<file path="config.mk">
export PLATFORM = sky130hd
export DESIGN_NAME = instr_fetch_flat
export DESIGN_NICKNAME = d
export VERILOG_FILES = /design/src/rtl/instr_fetch_if.sv /design/src/rtl/instr_fetch.sv /design/src/flat_wrapper.sv
export SDC_FILE = /design/constraint.sdc
export NUM_CORES = 1
export LEC_CHECK = 0
export ABC_AREA = 1
export BUFFER_PORTS_ARGS = -buffer_cell sky130_fd_sc_hd__buf_2
export CORE_UTILIZATION = 55
export DETAILED_ROUTE_END_ITERATION = 10
export PLACE_DENSITY_LB_ADDON = 0.1
export RECOVER_POWER = 50
export SYNTH_ARGS = -nofsm -noshare
export SYNTH_HDL_FRONTEND = slang
export SYNTH_SLANG_ARGS = --single-unit
export TNS_END_PERCENT = 20
</file>
<file path="constraint.sdc">
create_clock -name clk -period 4.18 [get_ports clk]
set_clock_uncertainty 0.15 [all_clocks]
set_input_delay 0.418 -clock clk [delete_from_list [all_inputs] [get_ports clk]]
set_output_delay 0.418 -clock clk [all_outputs]
set_load 0.01 [all_outputs]
</file>
<file path="src/rtl/instr_fetch_if.sv">
// instr_fetch_if: fetch-stage bus bundling the instruction-memory port, the redirect input and the decode handshake.
//   master (fetch stage): drives imem_req/imem_addr, instr_valid/instr/instr_pc/pc_plus4, misaligned_fault
//   slave  (environment): drives imem_ready/imem_rvalid/imem_rdata, redirect/redirect_pc, instr_ready
interface instr_fetch_if;
  logic        imem_req;
  logic [31:0] imem_addr;
  logic        imem_ready;
  logic        imem_rvalid;
  logic [31:0] imem_rdata;
  logic        redirect;
  logic [31:0] redirect_pc;
  logic        instr_valid;
  logic        instr_ready;
  logic [31:0] instr;
  logic [31:0] instr_pc;
  logic [31:0] pc_plus4;
  logic        misaligned_fault;
  modport master (
    output imem_req, imem_addr, instr_valid, instr, instr_pc, pc_plus4, misaligned_fault,
    input  imem_ready, imem_rvalid, imem_rdata, redirect, redirect_pc, instr_ready
  );
  modport slave (
    input  imem_req, imem_addr, instr_valid, instr, instr_pc, pc_plus4, misaligned_fault,
    output imem_ready, imem_rvalid, imem_rdata, redirect, redirect_pc, instr_ready
  );
endinterface

</file>
<file path="src/rtl/instr_fetch.sv">
// instr_fetch: owns the PC, issues one instruction-memory read at a time and hands each word to decode.
//   clk   : rising-edge clock
//   rst_n : asynchronous active-low reset
//   bus   : instr_fetch_if.master (memory request/response, redirect, decode valid/ready, misaligned fault)
module instr_fetch #(
  parameter logic [31:0] RESET_PC = 32'h0000_0000
) (
  input  logic           clk,
  input  logic           rst_n,
  instr_fetch_if.master  bus
);
  typedef enum logic [2:0] {BOOT, REQ, WAIT, DISCARD, HOLD} state_t;
  state_t      r_state, w_next;
  logic [31:0] r_pc, w_pc_next, r_instr, r_instr_pc, r_pc_plus4;
  logic        r_valid, r_fault;
  logic        w_redir, w_bad, w_accept, w_xfer, w_capture;
  always_comb begin
    w_redir   = bus.redirect && (bus.redirect_pc[1:0] == 2'b00);
    w_bad     = bus.redirect && (bus.redirect_pc[1:0] != 2'b00);
    w_accept  = (r_state == REQ) && bus.imem_ready;
    w_xfer    = r_valid && bus.instr_ready;
    // a redirect landing on the response cycle drops the stale word
    w_capture = (r_state == WAIT) && bus.imem_rvalid && !w_redir;
    // a transfer coinciding with a redirect still completes, but the redirect target wins the PC
    w_pc_next = w_redir ? bus.redirect_pc : w_xfer ? r_pc + 32'd4 : r_pc;
    w_next    = r_state;
    unique case (r_state)
      BOOT:    w_next = REQ;
      REQ:     w_next = w_accept ? (w_redir ? DISCARD : WAIT) : REQ;
      WAIT:    w_next = bus.imem_rvalid ? (w_redir ? REQ : HOLD) : (w_redir ? DISCARD : WAIT);
      // a response arriving alongside a fresh redirect still retires the outstanding read
      DISCARD: w_next = bus.imem_rvalid ? REQ : DISCARD;
      HOLD:    w_next = (w_redir || w_xfer) ? REQ : HOLD;
      default: w_next = BOOT;
    endcase
  end
  always_ff @(posedge clk or negedge rst_n) begin
    if (!rst_n) begin
      r_state    <= BOOT;
      r_pc       <= RESET_PC;
      r_instr    <= 32'h0000_0013;
      r_instr_pc <= RESET_PC;
      r_pc_plus4 <= RESET_PC + 32'd4;
      r_valid    <= 1'b0;
      r_fault    <= 1'b0;
    end else begin
      r_state <= w_next;
      r_pc    <= w_pc_next;
      r_valid <= (w_next == HOLD);
      r_fault <= w_bad;
      if (w_capture) begin
        r_instr    <= bus.imem_rdata;
        r_instr_pc <= r_pc;
        r_pc_plus4 <= r_pc + 32'd4;
      end
    end
  end
  assign bus.imem_req         = (r_state == REQ);
  assign bus.imem_addr        = r_pc;
  assign bus.instr_valid      = r_valid;
  assign bus.instr            = r_instr;
  assign bus.instr_pc         = r_instr_pc;
  assign bus.pc_plus4         = r_pc_plus4;
  assign bus.misaligned_fault = r_fault;
endmodule

</file>
<file path="src/flat_wrapper.sv">
// flat-port wrapper written by rule: the top's interface ports become plain ports
module instr_fetch_flat 
#(
  parameter logic [31:0] RESET_PC = 32'h0000_0000
)
  (clk, rst_n, bus_imem_req, bus_imem_addr, bus_instr_valid, bus_instr, bus_instr_pc, bus_pc_plus4, bus_misaligned_fault, bus_imem_ready, bus_imem_rvalid, bus_imem_rdata, bus_redirect, bus_redirect_pc, bus_instr_ready);
  instr_fetch_if bus_i ();
  input  logic clk;
  input  logic rst_n;
  output wire logic [$bits(bus_i.imem_req)-1:0] bus_imem_req;
  output wire logic [$bits(bus_i.imem_addr)-1:0] bus_imem_addr;
  output wire logic [$bits(bus_i.instr_valid)-1:0] bus_instr_valid;
  output wire logic [$bits(bus_i.instr)-1:0] bus_instr;
  output wire logic [$bits(bus_i.instr_pc)-1:0] bus_instr_pc;
  output wire logic [$bits(bus_i.pc_plus4)-1:0] bus_pc_plus4;
  output wire logic [$bits(bus_i.misaligned_fault)-1:0] bus_misaligned_fault;
  input wire logic [$bits(bus_i.imem_ready)-1:0] bus_imem_ready;
  input wire logic [$bits(bus_i.imem_rvalid)-1:0] bus_imem_rvalid;
  input wire logic [$bits(bus_i.imem_rdata)-1:0] bus_imem_rdata;
  input wire logic [$bits(bus_i.redirect)-1:0] bus_redirect;
  input wire logic [$bits(bus_i.redirect_pc)-1:0] bus_redirect_pc;
  input wire logic [$bits(bus_i.instr_ready)-1:0] bus_instr_ready;
  assign bus_imem_req = bus_i.imem_req;
  assign bus_imem_addr = bus_i.imem_addr;
  assign bus_instr_valid = bus_i.instr_valid;
  assign bus_instr = bus_i.instr;
  assign bus_instr_pc = bus_i.instr_pc;
  assign bus_pc_plus4 = bus_i.pc_plus4;
  assign bus_misaligned_fault = bus_i.misaligned_fault;
  assign bus_i.imem_ready = bus_imem_ready;
  assign bus_i.imem_rvalid = bus_imem_rvalid;
  assign bus_i.imem_rdata = bus_imem_rdata;
  assign bus_i.redirect = bus_redirect;
  assign bus_i.redirect_pc = bus_redirect_pc;
  assign bus_i.instr_ready = bus_instr_ready;
  instr_fetch #(.RESET_PC(RESET_PC)) u_core (.clk(clk), .rst_n(rst_n), .bus(bus_i));
endmodule
</file>
### Word level (Yosys, flattened, before mapping)

Cells that the tools add are included.

* register bits: 133
* output and inout port bits: 131
* word-level logic and storage cells: 34

* add/sub/neg operators: 1
* equal/unequal tests: 5
* mux-type cells: 9
* reduce and logical (&&, ||, !) cells: 12

Operators by type and width (number)
* 2-to-1 mux 32 bit: 2
* adder 32 x 3 -> 32 bit (second input constant): 1
* case mux 3 bit (5 select lines): 1
* 2-to-1 mux 3 bit: 4
* == test 3 x 2 -> 1 bit (second input constant): 2
* == test 3 bit (second input constant): 2
* logical AND 1 bit: 6
* nonzero test 2 bit: 2
* == test 3 x 1 -> 1 bit (second input constant): 1
* logical NOT 3 bit: 1
* logical NOT 2 bit: 1
* 2-to-1 mux 2 bit: 1
* logical NOT 1 bit: 1
* logical OR 1 bit: 1
* 2-to-1 mux 1 bit: 1

### Depth between registers and ports, before layout

* depth in word-level cells: 6
* mapped depth: 10
* gate-level depth less buffers: 10

### Least setup slack after synthesis

No wires, ideal clock.

* path kind: flip-flop to flip-flop
* from: reg u_core.r_pc[2] (netlist: u_core.bus.imem_addr[2])
* to: reg u_core.r_pc_plus4[22] (netlist: u_core.bus.pc_plus4[22])
* setup time: 117 ps
* data arrival time: 1384 ps
* data required time: 3913 ps
* path slack: 2529 ps
* cell stages (with the launch flop): 11
* period minus slack after synthesis: 1651 ps
* path through: dfrtp_1 ha_1 nand2_1 nor2_4 nand2_4 nor2_4 nand2_1 nand2_1 nand2_1 nand2_1 nand2_1

* word-level cells in the longest chain between the ends: 1

Ends and longest elaborated chain
* start, declared: RTL line instr_fetch.sv:14 `logic [31:0] r_pc, w_pc_next, r_instr, r_instr_pc, r_pc_plus4;`
* start signal, assigned: RTL line instr_fetch.sv:48 `r_pc <= w_pc_next;`
* adder 32 x 3 -> 32 bit: RTL line instr_fetch.sv:54 `r_pc_plus4 <= r_pc + 32'd4;`
* end signal, assigned: RTL line instr_fetch.sv:43 `r_pc_plus4 <= RESET_PC + 32'd4;`
* end signal, assigned: RTL line instr_fetch.sv:54
* end, declared: RTL line instr_fetch.sv:14

No other way between the ends.
A chain may end at the register's enable or synchronous reset.

### Worst setup path after layout

* from: in bus_redirect
* to: reg u_core.r_instr_pc[19] (netlist: u_core.bus.instr_pc[19])

* word-level cells in the longest chain between the ends: 3

Ends and longest elaborated chain
* start, declared: RTL line flat_wrapper.sv:20 `input wire logic [$bits(bus_i.redirect)-1:0] bus_redirect;`
* logical AND 1 bit: RTL line instr_fetch.sv:18 `w_redir = bus.redirect && (bus.redirect_pc[1:0] == 2'b00);`
* logical NOT 1 bit: RTL line instr_fetch.sv:23 `w_capture = (r_state == WAIT) && bus.imem_rvalid && !w_redir;`
* logical AND 1 bit: RTL line instr_fetch.sv:23
* end signal, assigned: RTL line instr_fetch.sv:53 `r_instr_pc <= r_pc;`
* end, declared: RTL line instr_fetch.sv:14

No other way between the ends.

==> flow_summary.toml <==
[sta]
finalCriticalPeriod_ns = 2.83
fin_crit_sh_pct = 67.7
tns_ns = 0
rsz0062_at_grt = "false"
maxSlewViolCount = 96
hold_violations = 0
setup_violations = 0
slew_headroom_pct = -53.4
tightestPinTransition_ns = 2.30
max_freq_mhz = 353

[detailed_routing]
drt-initial-drc-count = 443
final_antenna_net_count = 0
route.detailed.drc = 0
wl_per_cell_um = 14.7
finalWirelength_um = 16900
vias = 5807
via_per_inst = 5.05
firstDrtPassIters = 5

[worst_setup_path]
cp_max_fo = 70
cp.arrival_ns = 3.12
critPathCaptureType = "flop"
reg2reg_from = "u_core.bus.instr_valid$_DFF_PN0_"
crit_path_start = "bus_redirect"
crit_path_end = "u_core.bus.instr_pc[19]$_DFFE_PN0P_"
crit_required_ns = 4.47
rr_worst_depth = 5
r2r_end = "u_core.bus.instr_valid$_DFF_PN0_"
ff2ff_setup_slack_ns = 2.03
crit_type = "in -> reg"
start_kind = "input port"

[synth]
yosysWarnings = 0
syn_avg_cell_area_um2 = 7.87
synth-seq-cells = 131
synthesis.instances = 768
synth-seq-area-share_pct = 54.3
synth_cell_type_count = 30
synth_area_um2 = 6040
synth_nets = 839

[floorplanning]
die_h_um = 107
rows = 37
pin_count = 201
start_util_pct = 57.5
die_w_um = 107
die_area_um2 = 11400
core_um2 = 10500

[clock_tree]
clk-insertion-delay-late_ns = 0.53
clockRootBuffer = "clkbuf_8"
numCtsBuffers = 17
clockBufferDepth = 2
numClockSinks = 131
cts_tree = "yes"
cts_resized = 0
path_clk_slew_ns = 0.06
cts_htree_levels = 4

[status]
status = "finished with violations"
violations = "capacitance limit, slew limit"

[hold_path]
hold_path_class = "in -> reg"

[grt]
grt_pass1_vias = 5554
antenna_found_initial = 0
overflow = 0
grt_pass1_wl_um = 26800
grt_max_degree = 96
grtUsageTotal_pct = 30.8

[power]
p_leak_nw = 4.11
total_power_mw = 5.87
ir_drop_uv = 325
p_int_mw = 3.46
swShare_pct = 41.1
netSwitchingPower_mw = 2.41
pwr-share-clk_pct = 24.4
power_frac_comb_pct = 35.5
power-per-cell-area_nw_per_um2 = 739
pwr-share-seq_pct = 40.0

[finish]
nets = 1073
final_util_pct = 75.5
area_growth_pct = 31.3
antenna_cells = 0
final_layout_size_suffix_gt1_share_pct = 15.2

[placement]
gp_congestion = 0.880
place_hpwl_um = 11100
port-buffer-count = 200

[run]
max_cap_violations = 1
## synthesized netlist by cell type
cell / number / area share [%]
nor2_2: 2 / 0.21
buf_4: 8 / 0.99
xor2_2: 1 / 0.27
buf_1: 1 / 0.062
o21bai_1: 2 / 0.25
a31oi_1: 2 / 0.21
o211ai_1: 3 / 0.37
ha_1: 1 / 0.21
nor2_1: 39 / 2.4
inv_1: 69 / 4.3
buf_6: 2 / 0.37
clkbuf_1: 8 / 0.50
xnor2_1: 1 / 0.14
and2_1: 1 / 0.10
nand2_2: 1 / 0.10
xor2_1: 11 / 1.6
buf_2: 12 / 0.99
o21ai_0: 40 / 3.3
nand2_1: 364 / 23
nand3_1: 23 / 1.9
dfstp_2: 4 / 1.7
o21ai_1: 31 / 2.6
nor2_4: 7 / 1.3
inv_2: 3 / 0.19
o221ai_1: 1 / 0.14
nand3_2: 1 / 0.17
a21oi_1: 1 / 0.083
nand2_4: 1 / 0.19
o22ai_1: 1 / 0.10
dfrtp_1: 127 / 53
## worst min-delay path by stage
stage,start,end,slack (ns),cells past startpoint
floorplan,rst_n,u_core.bus.imem_addr[0]$_DFFE_PN0P_,-0.03,0
global placement,u_core.bus.instr[4]$_DFFE_PN1P_,u_core.bus.instr[4]$_DFFE_PN1P_,0.30,2
detailed placement,u_core.bus.instr[5]$_DFFE_PN0P_,u_core.bus.instr[5]$_DFFE_PN0P_,0.30,2
CTS,bus_redirect_pc[28],u_core.bus.imem_addr[28]$_DFFE_PN0P_,0.03,5
global route,bus_redirect_pc[22],u_core.bus.imem_addr[22]$_DFFE_PN0P_,0.06,5
finish,bus_redirect_pc[22],u_core.bus.imem_addr[22]$_DFFE_PN0P_,0.04,5
## layout by cell type, fill, tap and decap left out, types with 2 or more instances in the layout
cell type / count
nand2_1: 364
dfrtp_1: 127
clkbuf_1: 102
buf_2: 97
inv_1: 69
dlygate4sd3_1: 42
o21ai_0: 40
nor2_1: 39
o21ai_1: 31
nand3_1: 23
clkbuf_16: 16
xor2_1: 11
nor2_4: 7
clkinv_4: 5
buf_4: 4
dfstp_2: 4
o211ai_1: 3
clkinvlp_4: 3
clkinv_2: 3
inv_2: 2
nor2_2: 2
o21bai_1: 2
a31oi_1: 2
bufinv_16: 2
inv_6: 2
## through the flow
step	setup WS, ns	std cells	hold slack [ns]	area, um^2
detailed placement	1.25	1077	0.303	7080
global placement	1.36	1077	0.299	7080
floorplan	2.53	768	-0.0276	6040
finish	1.35	1151	0.0384	7940
global route	0.989	1151	0.0565	7940
CTS	1.41	1151	0.0310	8070
## power groups by stage
| stage | logic (mW) | registers [mW] | clock network [mW] |
|---|---|---|---|
| 3_5_place_dp | 2.14 | 2.32 | 0 |
| 2_1_floorplan | 0.989 | 2.54 | 0 |
| 5_1_grt | 2.34 | 2.42 | 1.51 |
| 3_3_place_gp | 2.08 | 2.31 | 0 |
| 4_1_cts | 2.20 | 2.32 | 1.44 |
| 6_report | 2.08 | 2.35 | 1.43 |
## final cells by class
cell class,count,area (um^2)
clock inverter,15,159
clock buffer,17,414
fill,831,2570
tap,136,170
multi-input combinational,534,2310
inverter,72,273
timing repair buffer,246,1320
sequential,131,3280
## cell families (layout without fill, tap and decap cells)
group,Yosys count,after routing,share of synthesized area (%)
adders and majority gates,1,1,0.207
xor gates and xnor gates,13,13,2.01
AOI/OAI and AO/OA,81,81,7.04
buffers and inverters,103,350,7.39
and+or+nand+nor,439,439,29.0
DFF,131,131,54.3
## timing repair
item | in CTS | in global routing
hold buffers | 42 | 0
hold endpoints to repair | 129 | 0
setup buffers | 0 | 0
## layer usage
metal | up-vias | share of wire, % | global-route usage, %
met5 | - | 0 | 0
met4 | 0 | 1.9 | 11.5
met3 | 30 | 7.2 | 7.11
met2 | 264 | 48 | 51.9
met1 | 2683 | 43 | 38.7
li1 | 2830 | - | -
## state kept, by name, summed over array words and instances, names as in the netlist
| signal | cells |
|---|---|
| u_core.r_state | 3 |
| u_core.bus.imem_addr | 32 |
| u_core.bus.pc_plus4 | 32 |
| u_core.bus.misaligned_fault | 1 |
| u_core.bus.instr_pc | 30 |
| u_core.bus.instr_valid | 1 |
| u_core.bus.instr | 32 |
## worst max-delay path: stages
cell,delay [ns]
dlygate4sd3_1,0.53
clkbuf_1,0.12
nand2_1,0.25
inv_2,0.55
nor2_4,0.10
inv_4,0.49
buf_4,0.41
nand2_1,0.12
o21ai_1,0.12
Note: power is estimated with default switching activity, not from simulation.
